File: src/rtl/lms_coef_update.sv
// LMS coefficient adaptation engine for a 16-tap equalizer FIR.
// Keeps its own input history and updates one tap per clock on each error event.
module lms_coef_update #(
    parameter int MU_SHIFT = 4,
    parameter int INIT_TAP = 0
) (
    input  logic               clk,
    input  logic               rst_n,
    input  logic               x_valid,
    input  logic signed [15:0] xn,
    input  logic               err_valid,
    input  logic signed [15:0] yn,
    input  logic signed [15:0] dn,
    input  logic               adapt_en,
    output logic               ready,
    output logic               upd_done,
    output logic signed [15:0] coef [16]
);

    // state  | meaning
    // IDLE   | accepting samples and error events
    // UPDATE | writing coef[idx_q], one tap per cycle
    // DONE   | one-cycle completion pulse, nothing accepted
    typedef enum logic [1:0] {IDLE, UPDATE, DONE} state_t;

    state_t             state_q, state_d;
    logic [3:0]         idx_q, idx_d;
    logic signed [15:0] e_q, e_d;
    logic signed [15:0] x_hist_q [16];
    logic signed [15:0] coef_q [16];
    logic               ready_q, ready_d;
    logic               upd_done_q, upd_done_d;

    logic               x_acc, err_acc;
    logic signed [16:0] diff;
    logic signed [31:0] prod;
    logic signed [16:0] delta;
    logic signed [16:0] sum;
    logic signed [15:0] coef_new;

    assign x_acc   = x_valid && ready_q;
    assign err_acc = err_valid && adapt_en && ready_q;

    always_comb begin
        diff = {dn[15], dn} - {yn[15], yn};
        if (diff > 17'sd32767)
            e_d = 16'sh7FFF;
        else if (diff < -17'sd32768)
            e_d = 16'sh8000;
        else
            e_d = diff[15:0];
    end

    // Arithmetic shift floors toward -inf; the result always fits in 17 bits.
    always_comb begin
        prod  = $signed({{16{e_q[15]}}, e_q}) * $signed({{16{x_hist_q[idx_q][15]}}, x_hist_q[idx_q]});
        delta = 17'(prod >>> (15 + MU_SHIFT));
        sum   = {coef_q[idx_q][15], coef_q[idx_q]} + delta;
        if (sum > 17'sd32767)
            coef_new = 16'sh7FFF;
        else if (sum < -17'sd32768)
            coef_new = 16'sh8000;
        else
            coef_new = sum[15:0];
    end

    always_comb begin
        state_d = state_q;
        idx_d   = idx_q;
        case (state_q)
            IDLE: begin
                if (err_acc) begin
                    state_d = UPDATE;
                    idx_d   = 4'd0;
                end
            end
            UPDATE: begin
                idx_d = idx_q + 4'd1;
                if (idx_q == 4'd15)
                    state_d = DONE;
            end
            DONE:    state_d = IDLE;
            default: state_d = IDLE;
        endcase
        ready_d    = (state_d == IDLE);
        upd_done_d = (state_d == DONE);
    end

    always_ff @(posedge clk or negedge rst_n) begin
        if (!rst_n) begin
            state_q    <= IDLE;
            idx_q      <= 4'd0;
            e_q        <= 16'sh0000;
            ready_q    <= 1'b1;
            upd_done_q <= 1'b0;
            for (int k = 0; k < 16; k++) begin
                x_hist_q[k] <= 16'sh0000;
                coef_q[k]   <= (k == INIT_TAP) ? 16'sh7FFF : 16'sh0000;
            end
        end else begin
            state_q    <= state_d;
            idx_q      <= idx_d;
            ready_q    <= ready_d;
            upd_done_q <= upd_done_d;
            if (err_acc)
                e_q <= e_d;
            // Shift happens before the update pass starts, so a same-cycle sample is used.
            if (x_acc) begin
                x_hist_q[0] <= xn;
                for (int k = 1; k < 16; k++)
                    x_hist_q[k] <= x_hist_q[k-1];
            end
            if (state_q == UPDATE)
                coef_q[idx_q] <= coef_new;
        end
    end

    assign ready    = ready_q;
    assign upd_done = upd_done_q;
    assign coef     = coef_q;

endmodule

File: config.mk
export PLATFORM = sky130hd
export DESIGN_NAME = lms_coef_update
export DESIGN_NICKNAME = d
export VERILOG_FILES = /design/src/rtl/lms_coef_update.sv
export SDC_FILE = /design/constraint.sdc
export NUM_CORES = 2
export LEC_CHECK = 0
export ABC_AREA = 1
export CAP_MARGIN = 10
export CORE_AREA = 2 2 323 261
export CTS_CLUSTER_DIAMETER = 80
export DETAILED_ROUTE_END_ITERATION = 10
export DIE_AREA = 0 0 325 263
export DONT_BUFFER_PORTS = 1
export GPL_TIMING_DRIVEN = 0
export MAX_ROUTING_LAYER = met4
export PLACE_DENSITY = 0.7
export SYNTH_ARGS = -nofsm -noshare
export SYNTH_HDL_FRONTEND = slang
export SYNTH_SLANG_ARGS = --single-unit
File: constraint.sdc
create_clock -name clk -period 9.8 [get_ports clk]
set_input_delay 1.96 -clock clk [delete_from_list [all_inputs] [get_ports clk]]
set_output_delay 1.96 -clock clk [all_outputs]
set_load 0.005 [all_outputs]
Word level (Yosys, flattened, before mapping)

Cells that the tools add are included.

Flip-flop bits (word level): 536
Bits of input ports: 53
Output and inout bits: 258
Logic and storage cells: 78

$add $sub $neg: 3
Multiply operators: 1
Order comparisons: 6
Equal/unequal tests: 4
Mux-type cells: 18
Bitwise operators: 1
Reduce and logical (&&, ||, !) cells: 8

Operators by type and width:

| operator                                                         | count |
|---|---|
| bitwise mux 256 bit                                              | 1 |
| two-way mux 16 bit                                               | 9 |
| binary-select mux 16 bit (select 4 bit)                          | 2 |
| demux 16 bit (select 4 bit)                                      | 1 |
| greater-than comparator 17 x 16 -> 1 bit (second input constant) | 2 |
| < comparator 17 x 16 -> 1 bit (second input constant)            | 2 |
| multiplier 16 x 16 -> 32 bit                                     | 1 |
| adder 16 x 13 -> 17 bit                                          | 1 |
| subtractor 16 x 16 -> 17 bit                                     | 1 |
| case mux 4 bit (2 select lines)                                  | 1 |
| greater-or-equal comparator 5 bit (second input constant)        | 1 |
| < comparator 5 x 1 -> 1 bit (second input constant)              | 1 |
| NOT 4 -> 5 bit                                                   | 1 |
| adder 4 x 1 -> 4 bit (second input constant)                     | 1 |
| equality test 4 bit (second input constant)                      | 1 |
| logical AND 1 bit                                                | 4 |
| zero test 2 bit                                                  | 2 |
| two-way mux 2 bit                                                | 2 |
| two-way mux 4 bit                                                | 1 |
| case mux 2 bit (2 select lines)                                  | 1 |
| equality test 2 x 1 -> 1 bit (second input constant)             | 1 |
| equality test 2 bit (second input constant)                      | 1 |
| != test 2 bit (second input constant)                            | 1 |
| AND reduction 2 bit                                              | 1 |
| nonzero test 2 bit                                               | 1 |

Logic depth before layout (Yosys ltp)

Depth after elaboration: 10
Gate-level depth with buffers: 52
Depth with buffers taken out: 46

Worst setup path before layout

OpenSTA, ideal clock, no wires.

Path type: flip-flop to flip-flop
Start: register idx_q[0]
End: register coef_q (netlist bit coef[110])
Library setup time: 0.117 ns
Data arrival time: 8.150 ns
Data required time: 9.683 ns
Path slack: 1.533 ns
Stages on the path, launching flop included: 47
Buffers on the path: 6
Period minus slack after synthesis: 8.267 ns
Cell sequence: dfrtp_1 > buf_2 > inv_2 > buf_2 > buf_2 > clkbuf_1 > o21ai_0 > nand2_1 > nand2_1 > nand4_1 > inv_1 > nor2_1 > inv_1 > fa_1 > inv_1 > fa_1 > fa_1 > fa_1 > [11 not listed] > nand2_1 > nand2_1 > nand3_1 > nand2_1 > ha_1 > nand2_1 > nand2_1 > a21oi_1 > o21ai_0 > a21oi_1 > nand2_2 > xor2_4 > nor2_4 > buf_12 > o21ai_4 > buf_4 > nand2_1 > nand2_1

Cells in the longest elaborated chain, start to end: 10
Elaborated cells between the ends (all ways): 19
Those cells by class: add/sub (1); mul (1); order compare (4); mux (11); bitwise (1); reduce/logical (1)

Ends and longest elaborated chain:

| what                                                   | line        | source |
|---|---|---|
| start: declaration                                     | 27          | `logic [3:0] idx_q, idx_d;` |
| start signal: assignment                               | 102         | `idx_q <= idx_d;` |
| NOT 4 -> 5 bit (not written as such) *                 | 56, 58, 114 |  |
| binary-select mux 16 bit (select 4 bit)                | 56          | `prod = $signed({{16{e_q[15]}}, e_q}) * $signed({{16{x_hist_q[idx_q][15]}}, x_hist_q[idx_q]});` |
| two-way mux 16 bit (not written as such) (2 in series) | 56          |  |
| multiplier 16 x 16 -> 32 bit                           | 56          |  |
| adder 16 x 13 -> 17 bit                                | 58          | `sum = {coef_q[idx_q][15], coef_q[idx_q]} + delta;` |
| < comparator 17 x 16 -> 1 bit                          | 61          | `else if (sum < -17'sd32768)` |
| two-way mux 16 bit                                     | 61          |  |
| two-way mux 16 bit                                     | 59          | `if (sum > 17'sd32767)` |
| bitwise mux 256 bit *                                  | 114         | `coef_q[idx_q] <= coef_new;` |
| end signal: indexed assignment                         | 98          | `coef_q[k] <= (k == INIT_TAP) ? 16'sh7FFF : 16'sh0000;` |
| end signal: indexed assignment                         | 114         |  |
| end: declaration                                       | 30          | `logic signed [15:0] coef_q [16];` |

Mark *: on every way between the ends. The rest lies on a longest branch, timed or not. The select of a mux whose other input is x is not followed.
A chain may end at the register's enable or synchronous reset.

Worst setup path after layout

Start: register idx_q[1]
End: register coef_q (netlist bit coef[192])

Same word-level chain as after synthesis.

==> results.txt <==
The transition at the pin with the smallest max-transition slack is 2380 ps. Before CTS, the worst setup slack after placement is -1010 ps. Cell type with the highest occurrence count on the critical path: nand2_1. For the number of failing hold endpoints at the final stage, the log shows 0.

Hold repair after CTS inserted 0 buffers. The number of vias per cell was 5.65; the synthesized area per cell was 7.96 sq um. The tools report the number of inserted filler cells in the final layout as 7879. The final global-route overflow total was 0. The clock arrives with 65.3 ps of skew.

The portion of the clock cycle consumed by the worst path in the final layout is 0.966, and the number of nets in the finished design is 5051. The detailed router placed 32600 vias in this run. The startpoint identified for the worst register-to-register timing path is idx_q[1]. From synthesis to final layout, the design area changed by 11.6%. For the starting utilization of the core area, the log shows 0.438. The worst reg-to-reg path cell count is 42, and the post-synthesis cell type count is 53. The type of the worst setup path is reg2reg.

The largest individual stage delay along the critical path comes from the cell fa_2. The setup check on the worst reg-to-reg path leaves a slack of 330 ps. The share of async-settable or async-resettable flops after synthesis is 1.00, and the detailed placer's ending HPWL is 99200 microns. For the total number of H-tree levels, the log shows 2. The tree is rooted in a clkbuf_16.

Fraction of layout cells with a size suffix above 1: 0.0705. Measured along the x axis, the die boundary spans 325 microns. Yosys printed 0 warnings. The logs give 3 for the number of antenna violations at the first check in global routing and 330 ps for the setup slack of the critical path after layout. Buffers placed on the I/O ports in this run total 0. No sink is reached through more buffers than the 3 on the longest clock path. The first detailed-routing pass ran for 8 iterations. The initialized floorplan defines 94 standard-cell rows. Number of sinks handled by clock tree synthesis: 536. In the synthesized netlist the dominant register cell turns out to be dfrtp_1.

The I/O pin total is 311, and the post-synthesis sequential element count is 536. The maximum fanout encountered on the critical timing path was 10. Kind of path behind the tightest hold check: reg2reg.

For the final routed wirelength across all metal layers, the log shows 134000 microns. For the number of instances in the synthesized netlist, the log shows 4513. The tools report the endpoint kind of the worst setup timing path as a flip-flop. The number of enable flip-flop cells after synthesis came out at 0. The routed length per instance came out at 23.1 microns.

The number of endpoints failing setup at the final stage is 0, and the global-route wire length before repair is 200000 microns. The logs give 0.318 for the global-route usage over all layers and 0 for the remaining antenna violation count. The die area is 85500 sq um, and the clock latency on the worst-skew pair is 670 ps. The remaining max-slew budget at the tightest pin is -0.586, and the post-synthesis cell area is 35900 sq um. The number of global-route vias before repair is 31200. The flow ran to the end, but the final reports show violations.

The number of clock buffers added by TritonCTS is 56. The final reports fail on max-slew violations. In this design, the stage delay of the slowest critical-path cell is 630 ps.

At the end of routability-driven placement, the weighted congestion stood at 1.01. The total area inside the core boundary comes to 82000 sq um. Entering global routing, the biggest net connects 537 pins. At the worst endpoint, the arrival time is 10000 ps. TritonCTS built the clock tree. After the first detailed-routing iteration, the DRC count stood at 4401. The tool flagged a number of max-cap violations equal to 0.

The final number of max-transition violations was 304; the die outline height was 263 microns. The run gives 10330 ps as the critical path data required time. The endpoint of the most critical setup path was coef[192]. The logs give 106 MHz for the maximum operating frequency and 0 for the final routed DRC violation total.

The tools report the start point of the critical path as idx_q[1]. The register area share after synthesis was 0.374; the register clock-pin slew on the reported worst setup and hold paths was 70 ps. The tools report the worst hold-check slack as 482 ps.

The capture point of the worst reg-to-reg path is coef[192]. The number of nets in the synthesized netlist is 4944. The worst setup path is launched from a flip-flop.

The clock period minus final worst setup slack works out to 9470 ps.
## metal layers
metal	global-route usage	wire, microns	part of all wire	up-vias
met4	0.129	6210	0.046	0
li1	-	-	-	14400
met5	-	0	0	-
met1	0.420	52500	0.39	15900
met2	0.450	56700	0.42	1987
met3	0.101	18100	0.14	361
## final cells by class
cell class / instances / area, sq um / share of cell area
antenna: 4 / 10.0 / 0.000250
sequential: 536 / 13400 / 0.335
clock inverter: 24 / 383 / 0.00955
clock buffer: 82 / 1650 / 0.0411
inverter: 619 / 2330 / 0.0581
timing repair buffer: 49 / 398 / 0.00993
buffer: 241 / 1260 / 0.0315
multi-input combinational: 3117 / 19200 / 0.480
tap: 1104 / 1380 / 0.0345
## cell usage after synthesis (3+ instances only)
cell type	instances	area share
nand2_1	1485	0.16
a32o_1	32	0.0089
a221oi_1	17	0.0041
nor3_1	11	0.0015
o21ai_4	11	0.0050
xnor2_1	18	0.0044
o22ai_1	17	0.0030
a22oi_1	30	0.0063
a21oi_1	301	0.042
inv_2	19	0.0020
dfrtp_1	520	0.36
dfstp_2	16	0.012
xor2_1	22	0.0054
o31ai_1	5	0.0010
nor4_1	4	0.00070
o21ai_1	23	0.0032
inv_1	586	0.061
buf_2	47	0.0066
buf_1	40	0.0042
nor2_1	269	0.028
o21ai_2	3	0.00073
nand4_1	21	0.0037
a32oi_1	17	0.0041
a21o_1	8	0.0017
ha_1	115	0.040
clkinv_1	14	0.0015
fa_1	263	0.15
a31oi_1	15	0.0026
nand3_1	48	0.0067
o21bai_1	6	0.0013
clkbuf_1	141	0.015
buf_6	10	0.0031
o21ai_0	353	0.049
## repair_timing
item,4_1_cts,5_1_grt
buffers inserted,30,18
pin swaps,13,13
resized for setup,64,96
endpoints found under the hold margin,0,0
gates cloned,0,1
setup endpoints to repair,256,250
## cells in the final DEF (no fill, tap or decap), types with 7 or more instances in the layout
| cell | n |
|---|---|
| nand4_1 | 21 |
| clkbuf_2 | 11 |
| a32o_1 | 32 |
| clkinv_2 | 8 |
| dfrtp_1 | 520 |
| a32oi_1 | 17 |
| xnor2_1 | 18 |
| fa_1 | 261 |
| nor3_1 | 10 |
| nor2_1 | 259 |
| inv_1 | 581 |
| nand2_1 | 1480 |
| clkbuf_1 | 130 |
| a22oi_1 | 30 |
| a21o_1 | 8 |
| ha_1 | 110 |
| a221oi_1 | 17 |
| buf_4 | 61 |
| inv_2 | 22 |
| nor2_2 | 7 |
| dfstp_2 | 16 |
| xor2_1 | 22 |
| clkbuf_16 | 57 |
| bufinv_16 | 7 |
| o22ai_1 | 17 |
| a21oi_1 | 299 |
| o21ai_0 | 352 |
| buf_6 | 22 |
| o21ai_1 | 23 |
| o21ai_4 | 14 |
| nand3_1 | 48 |
| clkbuf_8 | 16 |
| buf_1 | 32 |
| a31oi_1 | 14 |
| clkinv_1 | 14 |
| buf_2 | 22 |
| clkbuf_4 | 19 |
## worst min-delay path by stage
stage	from	endpoint	slack [ps]	depth (start not counted)
after global placement	x_hist_q[15]	x_hist_q[15]	460	2
after CTS	x_hist_q[15]	x_hist_q[15]	490	2
after global routing	x_hist_q[225]	x_hist_q[225]	500	2
final	x_hist_q[9]	x_hist_q[9]	480	2
after detailed placement	x_hist_q[26]	x_hist_q[26]	470	2
after floorplan	x_hist_q[10]	x_hist_q[10]	450	2
## critical path, delay by kind of cell (launching register included)
kind,cells,cell delay (ps)
buffers and inverters,12,1760
adder cells (fa/ha/maj),8,3840
AO/OA/AOI/OAI,8,1210
flip-flops,1,400
AND/OR/NAND/NOR,14,2070
## metrics by stage
step	cells	util	TNS, ps	instance area [sq um]
floorplan	4513	-	0	35900
global route	5775	0.489	-396	40100
CTS	5753	0.484	0	39700
detailed placement	5617	0.455	-187830	37300
finish	5776	0.489	0	40100
global placement	5617	0.455	-157390	37300
## kinds of logic after synthesis
| logic type | count (synthesis) | synth area share |
|---|---|---|
| compound gates | 850 | 0.136 |
| xor+xnor | 41 | 0.0105 |
| fa+ha+maj | 378 | 0.187 |
| buf+inv | 860 | 0.0943 |
| flops | 536 | 0.374 |
| mux | 1 | 0.000314 |
| simple gates | 1847 | 0.198 |
## flip-flops by register name (all words and copies together), names as in the netlist
register	flops
state_q	2
upd_done	1
idx_q	4
ready	1
e_q	16
x_hist_q	256
coef	256
Power is not shown: default switching activity piles up to over one toggle a cycle in this logic, so the estimate is an artifact.
